### src/rtl/box_fill_engine_if.sv
// Request/status and frame-buffer write-port signals of the box fill engine.
// The master side is the star-detection controller plus the memory; the engine uses the slave side.
interface box_fill_engine_if #(
  parameter int X_SZ    = 3,
  parameter int Y_SZ    = 3,
  parameter int COL_SZ  = 3,
  parameter int ADDR_SZ = 6,
  parameter int CNT_SZ  = 7
);
  logic                go;
  logic [X_SZ-1:0]     x0;
  logic [X_SZ-1:0]     x1;
  logic [Y_SZ-1:0]     y0;
  logic [Y_SZ-1:0]     y1;
  logic [COL_SZ-1:0]   fill_col;
  logic                mem_ready;
  logic                abort;
  logic [ADDR_SZ-1:0]  addr_out;
  logic [COL_SZ-1:0]   col_out;
  logic                wr_en;
  logic                busy;
  logic                done;
  logic                err;
  logic                aborted;
  logic [CNT_SZ-1:0]   pix_count;

  modport master (
    output go, x0, x1, y0, y1, fill_col, mem_ready, abort,
    input  addr_out, col_out, wr_en, busy, done, err, aborted, pix_count
  );

  modport slave (
    input  go, x0, x1, y0, y1, fill_col, mem_ready, abort,
    output addr_out, col_out, wr_en, busy, done, err, aborted, pix_count
  );
endinterface

### src/rtl/box_fill_engine.sv
// Rectangle fill engine: writes a latched colour to every pixel of a normalised,
// bounds-checked box in a row-major frame buffer, one pixel per accepted write.
//
// state | meaning
// IDLE  | waiting for go; box, colour and status latched on go
// WRITE | presenting one pixel write per cycle until last accept or abort
// DONE  | one-cycle done pulse, then back to IDLE
module box_fill_engine #(
  parameter int X_SZ    = 3,
  parameter int Y_SZ    = 3,
  parameter int COL_SZ  = 3,
  parameter int IMG_W   = 6,
  parameter int IMG_H   = 6,
  parameter int ADDR_SZ = 6,
  parameter int CNT_SZ  = 7
) (
  input  logic              clk,
  input  logic              resetn,
  box_fill_engine_if.slave  bus
);
  localparam logic [31:0] IMG_W_U = IMG_W;
  localparam logic [31:0] IMG_H_U = IMG_H;

  typedef enum logic [1:0] {IDLE, WRITE, DONE} state_t;

  state_t              state;
  state_t              state_nxt;
  logic [X_SZ-1:0]     xl, xr, xc;
  logic [Y_SZ-1:0]     yt, yb, yc;
  logic [COL_SZ-1:0]   col;
  logic [CNT_SZ-1:0]   pix_count;
  logic                err;
  logic                aborted;

  logic [X_SZ-1:0]     xl_n, xr_n;
  logic [Y_SZ-1:0]     yt_n, yb_n;
  logic                oob;
  logic                accept;
  logic                last;

  always_comb begin
    xl_n   = (bus.x0 <= bus.x1) ? bus.x0 : bus.x1;
    xr_n   = (bus.x0 <= bus.x1) ? bus.x1 : bus.x0;
    yt_n   = (bus.y0 <= bus.y1) ? bus.y0 : bus.y1;
    yb_n   = (bus.y0 <= bus.y1) ? bus.y1 : bus.y0;
    oob    = (32'(xr_n) >= IMG_W_U) || (32'(yb_n) >= IMG_H_U);
    // abort wins over a simultaneous accept, so the presented write is dropped
    accept = (state == WRITE) && bus.mem_ready && !bus.abort;
    last   = (xc == xr) && (yc == yb);
  end

  always_ff @(posedge clk or negedge resetn) begin
    if (!resetn) state <= IDLE;
    else         state <= state_nxt;
  end

  always_comb begin
    state_nxt = state;
    case (state)
      IDLE:  if (bus.go) state_nxt = oob ? DONE : WRITE;
      WRITE: if (bus.abort || (accept && last)) state_nxt = DONE;
      DONE:  state_nxt = IDLE;
      default: state_nxt = IDLE;
    endcase
  end

  always_ff @(posedge clk or negedge resetn) begin
    if (!resetn) begin
      xl        <= '0;
      xr        <= '0;
      xc        <= '0;
      yt        <= '0;
      yb        <= '0;
      yc        <= '0;
      col       <= '0;
      pix_count <= '0;
      err       <= 1'b0;
      aborted   <= 1'b0;
    end else begin
      if (state == IDLE && bus.go) begin
        xl        <= xl_n;
        xr        <= xr_n;
        yt        <= yt_n;
        yb        <= yb_n;
        xc        <= xl_n;
        yc        <= yt_n;
        col       <= bus.fill_col;
        pix_count <= '0;
        err       <= oob;
        aborted   <= 1'b0;
      end else if (state == WRITE) begin
        if (bus.abort) begin
          aborted <= 1'b1;
        end else if (accept) begin
          pix_count <= pix_count + 1'b1;
          if (xc != xr) begin
            xc <= xc + 1'b1;
          end else if (yc != yb) begin
            xc <= xl;
            yc <= yc + 1'b1;
          end
        end
      end
    end
  end

  assign bus.wr_en     = (state == WRITE);
  assign bus.busy      = (state == WRITE);
  assign bus.done      = (state == DONE);
  assign bus.addr_out  = ADDR_SZ'(yc) * ADDR_SZ'(IMG_W) + ADDR_SZ'(xc);
  assign bus.col_out   = col;
  assign bus.err       = err;
  assign bus.aborted   = aborted;
  assign bus.pix_count = pix_count;
endmodule

### src/flat_wrapper.sv
// flat-port wrapper written by rule: the top's interface ports become plain ports
module box_fill_engine_flat 
#(
  parameter int X_SZ    = 3,
  parameter int Y_SZ    = 3,
  parameter int COL_SZ  = 3,
  parameter int IMG_W   = 6,
  parameter int IMG_H   = 6,
  parameter int ADDR_SZ = 6,
  parameter int CNT_SZ  = 7
)
  (clk, resetn, bus_go, bus_x0, bus_x1, bus_y0, bus_y1, bus_fill_col, bus_mem_ready, bus_abort, bus_addr_out, bus_col_out, bus_wr_en, bus_busy, bus_done, bus_err, bus_aborted, bus_pix_count);
  box_fill_engine_if #(.X_SZ(X_SZ), .Y_SZ(Y_SZ), .COL_SZ(COL_SZ), .ADDR_SZ(ADDR_SZ), .CNT_SZ(CNT_SZ)) bus_i ();
  input  logic clk;
  input  logic resetn;
  input wire logic [$bits(bus_i.go)-1:0] bus_go;
  input wire logic [$bits(bus_i.x0)-1:0] bus_x0;
  input wire logic [$bits(bus_i.x1)-1:0] bus_x1;
  input wire logic [$bits(bus_i.y0)-1:0] bus_y0;
  input wire logic [$bits(bus_i.y1)-1:0] bus_y1;
  input wire logic [$bits(bus_i.fill_col)-1:0] bus_fill_col;
  input wire logic [$bits(bus_i.mem_ready)-1:0] bus_mem_ready;
  input wire logic [$bits(bus_i.abort)-1:0] bus_abort;
  output wire logic [$bits(bus_i.addr_out)-1:0] bus_addr_out;
  output wire logic [$bits(bus_i.col_out)-1:0] bus_col_out;
  output wire logic [$bits(bus_i.wr_en)-1:0] bus_wr_en;
  output wire logic [$bits(bus_i.busy)-1:0] bus_busy;
  output wire logic [$bits(bus_i.done)-1:0] bus_done;
  output wire logic [$bits(bus_i.err)-1:0] bus_err;
  output wire logic [$bits(bus_i.aborted)-1:0] bus_aborted;
  output wire logic [$bits(bus_i.pix_count)-1:0] bus_pix_count;
  assign bus_i.go = bus_go;
  assign bus_i.x0 = bus_x0;
  assign bus_i.x1 = bus_x1;
  assign bus_i.y0 = bus_y0;
  assign bus_i.y1 = bus_y1;
  assign bus_i.fill_col = bus_fill_col;
  assign bus_i.mem_ready = bus_mem_ready;
  assign bus_i.abort = bus_abort;
  assign bus_addr_out = bus_i.addr_out;
  assign bus_col_out = bus_i.col_out;
  assign bus_wr_en = bus_i.wr_en;
  assign bus_busy = bus_i.busy;
  assign bus_done = bus_i.done;
  assign bus_err = bus_i.err;
  assign bus_aborted = bus_i.aborted;
  assign bus_pix_count = bus_i.pix_count;
  box_fill_engine #(.X_SZ(X_SZ), .Y_SZ(Y_SZ), .COL_SZ(COL_SZ), .IMG_W(IMG_W), .IMG_H(IMG_H), .ADDR_SZ(ADDR_SZ), .CNT_SZ(CNT_SZ)) u_core (.clk(clk), .resetn(resetn), .bus(bus_i));
endmodule
### config.mk
export PLATFORM = sky130hd
export DESIGN_NAME = box_fill_engine_flat
export DESIGN_NICKNAME = d
export VERILOG_FILES = /design/src/rtl/box_fill_engine_if.sv /design/src/rtl/box_fill_engine.sv /design/src/flat_wrapper.sv
export SDC_FILE = /design/constraint.sdc
export NUM_CORES = 1
export LEC_CHECK = 0
export ABC_AREA = 0
export CAP_MARGIN = 20
export CORE_AREA = 2 2 67 69
export CTS_CLUSTER_SIZE = 20
export DETAILED_ROUTE_END_ITERATION = 8
export DIE_AREA = 0 0 69 71
export PLACE_DENSITY = 0.83
export SETUP_SLACK_MARGIN = 0.4
export SYNTH_ARGS = -nofsm -noshare
export SYNTH_HDL_FRONTEND = slang
export SYNTH_SLANG_ARGS = --single-unit
### constraint.sdc
create_clock -name clk -period 3.7 [get_ports clk]
set_input_delay 0.925 -clock clk [delete_from_list [all_inputs] [get_ports clk]]
set_output_delay 0.925 -clock clk [all_outputs]
set_load 0.02 [all_outputs]
# [After elaboration in Yosys (flattened, before gate mapping)]
# Index checks and enable logic that the tools add are counted.
[word_totals] regBits=29 output_inout_bits=21 word_cells=75
[op_classes] addsub=4 mul=1 magnitude_cmp=4 eq_ne=10 muxes=27 reduce_logical=19
[op_table] op="$mux W3" count=16
[op_table] op="$mux W7" count=4
[op_table] op="$reduce_bool A2 Y1" count=4
[op_table] op="$add A7 B1 Y7 const B" count=1
[op_table] op="$add A3 B1 Y3 const B" count=2
[op_table] op="$add A6 B3 Y6" count=1
[op_table] op="$eq A3 B3 Y1" count=2
[op_table] op="$ge A3 B3 Y1 const B" count=2
[op_table] op="$le A3 B3 Y1" count=2
[op_table] op="$mux W2" count=3
[op_table] op="$ne A2 B1 Y1 const B" count=3
[op_table] op="$ne A3 B3 Y1" count=2
[op_table] op="$logic_and A1 B1 Y1" count=5
[op_table] op="$mul A3 B2 Y5 const B" count=1
[op_table] op="$reduce_and A5 Y1" count=1
[op_table] op="$pmux W2 S2" count=1
[op_table] op="$reduce_and A2 Y1" count=2
[op_table] op="$reduce_and A4 Y1" count=1
[op_table] op="$mux W1" count=3
[op_table] op="$reduce_and A3 Y1" count=1
[op_table] op="$reduce_bool A3 Y1" count=1
[op_table] op="$eq A2 B1 Y1 const B" count=1
[op_table] op="$eq A2 B2 Y1 const B" count=1
[op_table] op="$logic_not A2 Y1" count=1
[op_table] op="other kinds (3)" count=4

# [Depth between registers and ports, before layout]
[logic_depth] word_depth=7 ltp_mapped=8

# [Least setup slack after synthesis]
# No wires, ideal clock.
[synth_path] path_kind="reg2out" startpoint="register u_core.yc[1]" endpoint="output bus_addr_out[5]" arrival_time_ps=1729 required_ps=2775 setup_slack_ps=1046 stages_incl_launch_ff=6 path_cell_list="dfrtp_1 ha_1 fa_1 xor2_1 nand3_1 xor2_1"
[synth_between] elab_chain_len=2
[synth_lines] element="from (decl)" line="box_fill_engine.sv:29" rtl="logic [Y_SZ-1:0] yt, yb, yc;"
[synth_lines] element="from (signal assigned)" line="box_fill_engine.sv:86" rtl="yc <= yt_n;"
[synth_lines] element="from (signal assigned)" line="box_fill_engine.sv:100" rtl="yc <= yc + 1'b1;"
[synth_lines] element="$mul A3 B2 Y5" line="box_fill_engine.sv:110" rtl="assign bus.addr_out = ADDR_SZ'(yc) * ADDR_SZ'(IMG_W) + ADDR_SZ'(xc);"
[synth_lines] element="$add A6 B3 Y6" line="box_fill_engine.sv:110"
[synth_lines] element="to (decl)" line="flat_wrapper.sv:24" rtl="output wire logic [$bits(bus_i.addr_out)-1:0] bus_addr_out;"
# No other way between the ends.

# [Final worst setup path]
[layout_path] startpoint="register u_core.yc[1]" endpoint="output bus_addr_out[2]"
# The elaborated chain is that of the path after synthesis.

==> impl_metrics.env <==
export IMPL_core_um2=4200
export IMPL_critPathMaxFanout=6
export IMPL_ys_types=46
export IMPL_p_leak_nw=1.14
export IMPL_synthArstFlopShare_pct=100
export IMPL_cp_num_buf_inv=1
export IMPL_final_min_clock_period_ns=3.15
export IMPL_worst_pin_slew_ns=0.508
export IMPL_powerDensity_nw_per_um2=817
export IMPL_synth_nets=240
export IMPL_numClockSinks=29
export IMPL_fin_nets=282
export IMPL_critPathSlowestCell="clkdlybuf4s50_1"
export IMPL_worstPathRequired_ns=2.77
export IMPL_critPathCaptureType="primary output"
export IMPL_cts_max_level=2
export IMPL_arrival_ns=2.22
export IMPL_syn_cell_area_um2=2000
export IMPL_gp_congestion=0.809
export IMPL_avgViaCountPerCell=5.41
export IMPL_synth_edf_count=0
export IMPL_drive_gt1_share_pct=10.1
export IMPL_finalSetupViolations=0
export IMPL_peakVddDrop_mv=0.430
export IMPL_cp_cell_sequence="ha_1 > fa_1 > clkdlybuf4s50_1"
export IMPL_grt_setup_unrepaired="no"
export IMPL_area_delta_synth_final_pct=26.2
export IMPL_drcViolationCount=0
export IMPL_netlist_instances=205
export IMPL_dieArea_um2=4900
export IMPL_fmax_ghz=0.318
export IMPL_dp_hpwl_um=3000
export IMPL_relSlewSlack_pct=66.0
export IMPL_synth_common_cells="dfrtp_1 (29), nand2_1 (24), nor2_1 (19)"
export IMPL_yosysWarnings=0
export IMPL_wl_per_cell_um=13.0
export IMPL_firstDrtPassIters=4
export IMPL_drv_cap=0
export IMPL_drv_slew=0
export IMPL_postCtsSetupBuffers=0
export IMPL_clockBufferDepth=2
export IMPL_synth_top_family_by_area="compound AO/OA/AOI/OAI gates"
export IMPL_synthAdderAreaFrac_pct=10.1
export IMPL_wl_um=3880
export IMPL_num_vias=1617
export IMPL_cts_root_buf="clkbuf_8"
export IMPL_synth_top_area_share_pct=36.3
export IMPL_tns_ns=0
export IMPL_synthXorXnorAreaFrac_pct=7.87
export IMPL_grt_pass1_vias=1572
export IMPL_rows=24
export IMPL_post_synth_and_or_nand_nor_area_fraction_pct=17.4
export IMPL_fp_dieW_um=69
export IMPL_antenna_left=0
export IMPL_cp_top_family="adder cells"
export IMPL_tritoncts="yes"
export IMPL_synth_most_common_cell="dfrtp_1"
export IMPL_cp_slowest_stage_delay_ns=0.59
export IMPL_hp_start="u_core.xl[2]"
export IMPL_track_usage_pct=17.3
export IMPL_totalPowerFinal_mw=2.06
export IMPL_crit_type="flip-flop to primary output"
export IMPL_startpoint_type="flip-flop"
export IMPL_clock_latency_ns=0.27
export IMPL_min_period_over_period_pct=85.1
export IMPL_antenna_found_initial=0
export IMPL_grt_overflow_total=0
export IMPL_netlist_top_cells_area="dfrtp_1 (36%), ha_1 (8.1%), mux2i_1 (4.5%), nand2_1 (4.5%), xnor2_1 (4.4%)"
export IMPL_dr_first_iter_drc_count=66
export IMPL_hold_viol=0
export IMPL_start_util_pct=47.6
export IMPL_min_path_type="flip-flop to flip-flop"
export IMPL_ys_seq_elements=29
export IMPL_ys_seq_area_share_pct=36.3
export IMPL_ios=41
export IMPL_r2r_start="u_core.state[1]"
export IMPL_startpoint="u_core.yc[1]"
export IMPL_status="finished clean"
export IMPL_grt_pass1_wl_um=6940
export IMPL_holdWs_ns=0.469
export IMPL_synth_compound_area_share_pct=18.1
export IMPL_clk_pin_slew_worst_paths_ns=0.06
export IMPL_antenna_diode_count=0
export IMPL_synth_flop_cell="dfrtp_1"
export IMPL_numCtsBuffers=5
export IMPL_synth_area_leader_cell="dfrtp_1"
export IMPL_port_buffers=40
export IMPL_avgSynthCellArea_um2=9.77
export IMPL_fin_skew_ns=0.00428
export IMPL_grt_max_degree=30
export IMPL_muxShareOfSynthArea_pct=5.06
export IMPL_die_h_um=71
## final cells by class
type / instances / area [um^2]
clock buffer: 7 / 86.3
fill: 370 / 1680
inverter: 12 / 45.0
multi-input combinational: 155 / 1170
sequential: 29 / 726
tap: 52 / 65.1
timing repair buffer: 44 / 430
## flip-flops by register name, summed over array words and instances, names as in the netlist
name and count:
u_core.bus.pix_count 7, u_core.bus.col_out 3, u_core.xc 3, u_core.xl 3
u_core.xr 3, u_core.yb 3, u_core.yc 3, u_core.state 2
u_core.bus.aborted 1, u_core.bus.err 1
## power by group
part	switching (mW)	total, mW	internal [mW]
clock network	0.108	0.255	0.147
logic	0.656	1.24	0.581
registers	0.132	0.571	0.439
## layer usage
| layer | wire length [um] | global-route usage (%) |
|---|---|---|
| met5 | 0 | 0 |
| met4 | 67 | 6.32 |
| met3 | 187 | 4.27 |
| met2 | 1960 | 31.1 |
| met1 | 1670 | 20.0 |
## tightest hold or removal path, cell delays in order, from the launching register on
cell,delay (ns)
dfrtp_1,0.32
nand2_1,0.06
nand2_1,0.06
## path summary, 6_finish.rpt
check	endpoint	slack [ns]	cells after the start
worst max-delay path	bus_addr_out[2]	0.55	3
worst min-delay path	u_core.xl[2]	0.47	2
worst max register to register	u_core.xc[2]	1.86	6
worst min register to register	u_core.xl[2]	0.47	2
max in group asynchronous	u_core.state[1]	2.38	2
min in group asynchronous	u_core.yc[2]	1.04	2
## kinds of logic (layout without fill, tap and decap cells)
group / count (synthesis) / after routing
muxes: 10 / 10
adders and majority gates: 15 / 15
xor gates and xnor gates: 18 / 18
and+or+nand+nor: 63 / 63
DFF: 29 / 29
buffers and inverters: 21 / 63
AOI/OAI and AO/OA: 49 / 49
## cell usage in the layout (no fill, tap or decap), drive strengths merged, types with 4 or more instances in the layout
cell type      netlist  layout
a211oi               5       5
a21oi               17      17
a31oi                4       4
buf                  9       4
clkbuf               0       7
clkdlybuf4s50        0      37
dfrtp               29      29
ha                  13      13
inv                 12      12
mux2i                9       9
nand2               24      24
nand3                5       5
nor2                19      19
o21ai               11      11
xnor2               10      10
xor2                 8       8
## what timing repair did
action,4_1_cts,5_1_grt
pin swaps,0,0
hold buffers,0,0
endpoints found under the setup margin,2,1
gates resized for setup,2,1
## stage by stage
| step | cells | worst slack (ns) | utilization [%] | instance area [um^2] |
|---|---|---|---|---|
| global route | 299 | 0.459 | 60.1 | 2530 |
| finish | 299 | 0.551 | 60.1 | 2530 |
| CTS | 299 | 0.435 | 60.0 | 2520 |
| global placement | 292 | 0.615 | 58.0 | 2440 |
| detailed placement | 292 | 0.542 | 58.0 | 2440 |
| floorplan | 205 | 1.05 | - | 2000 |
Note: power is estimated with default switching activity, not from simulation.
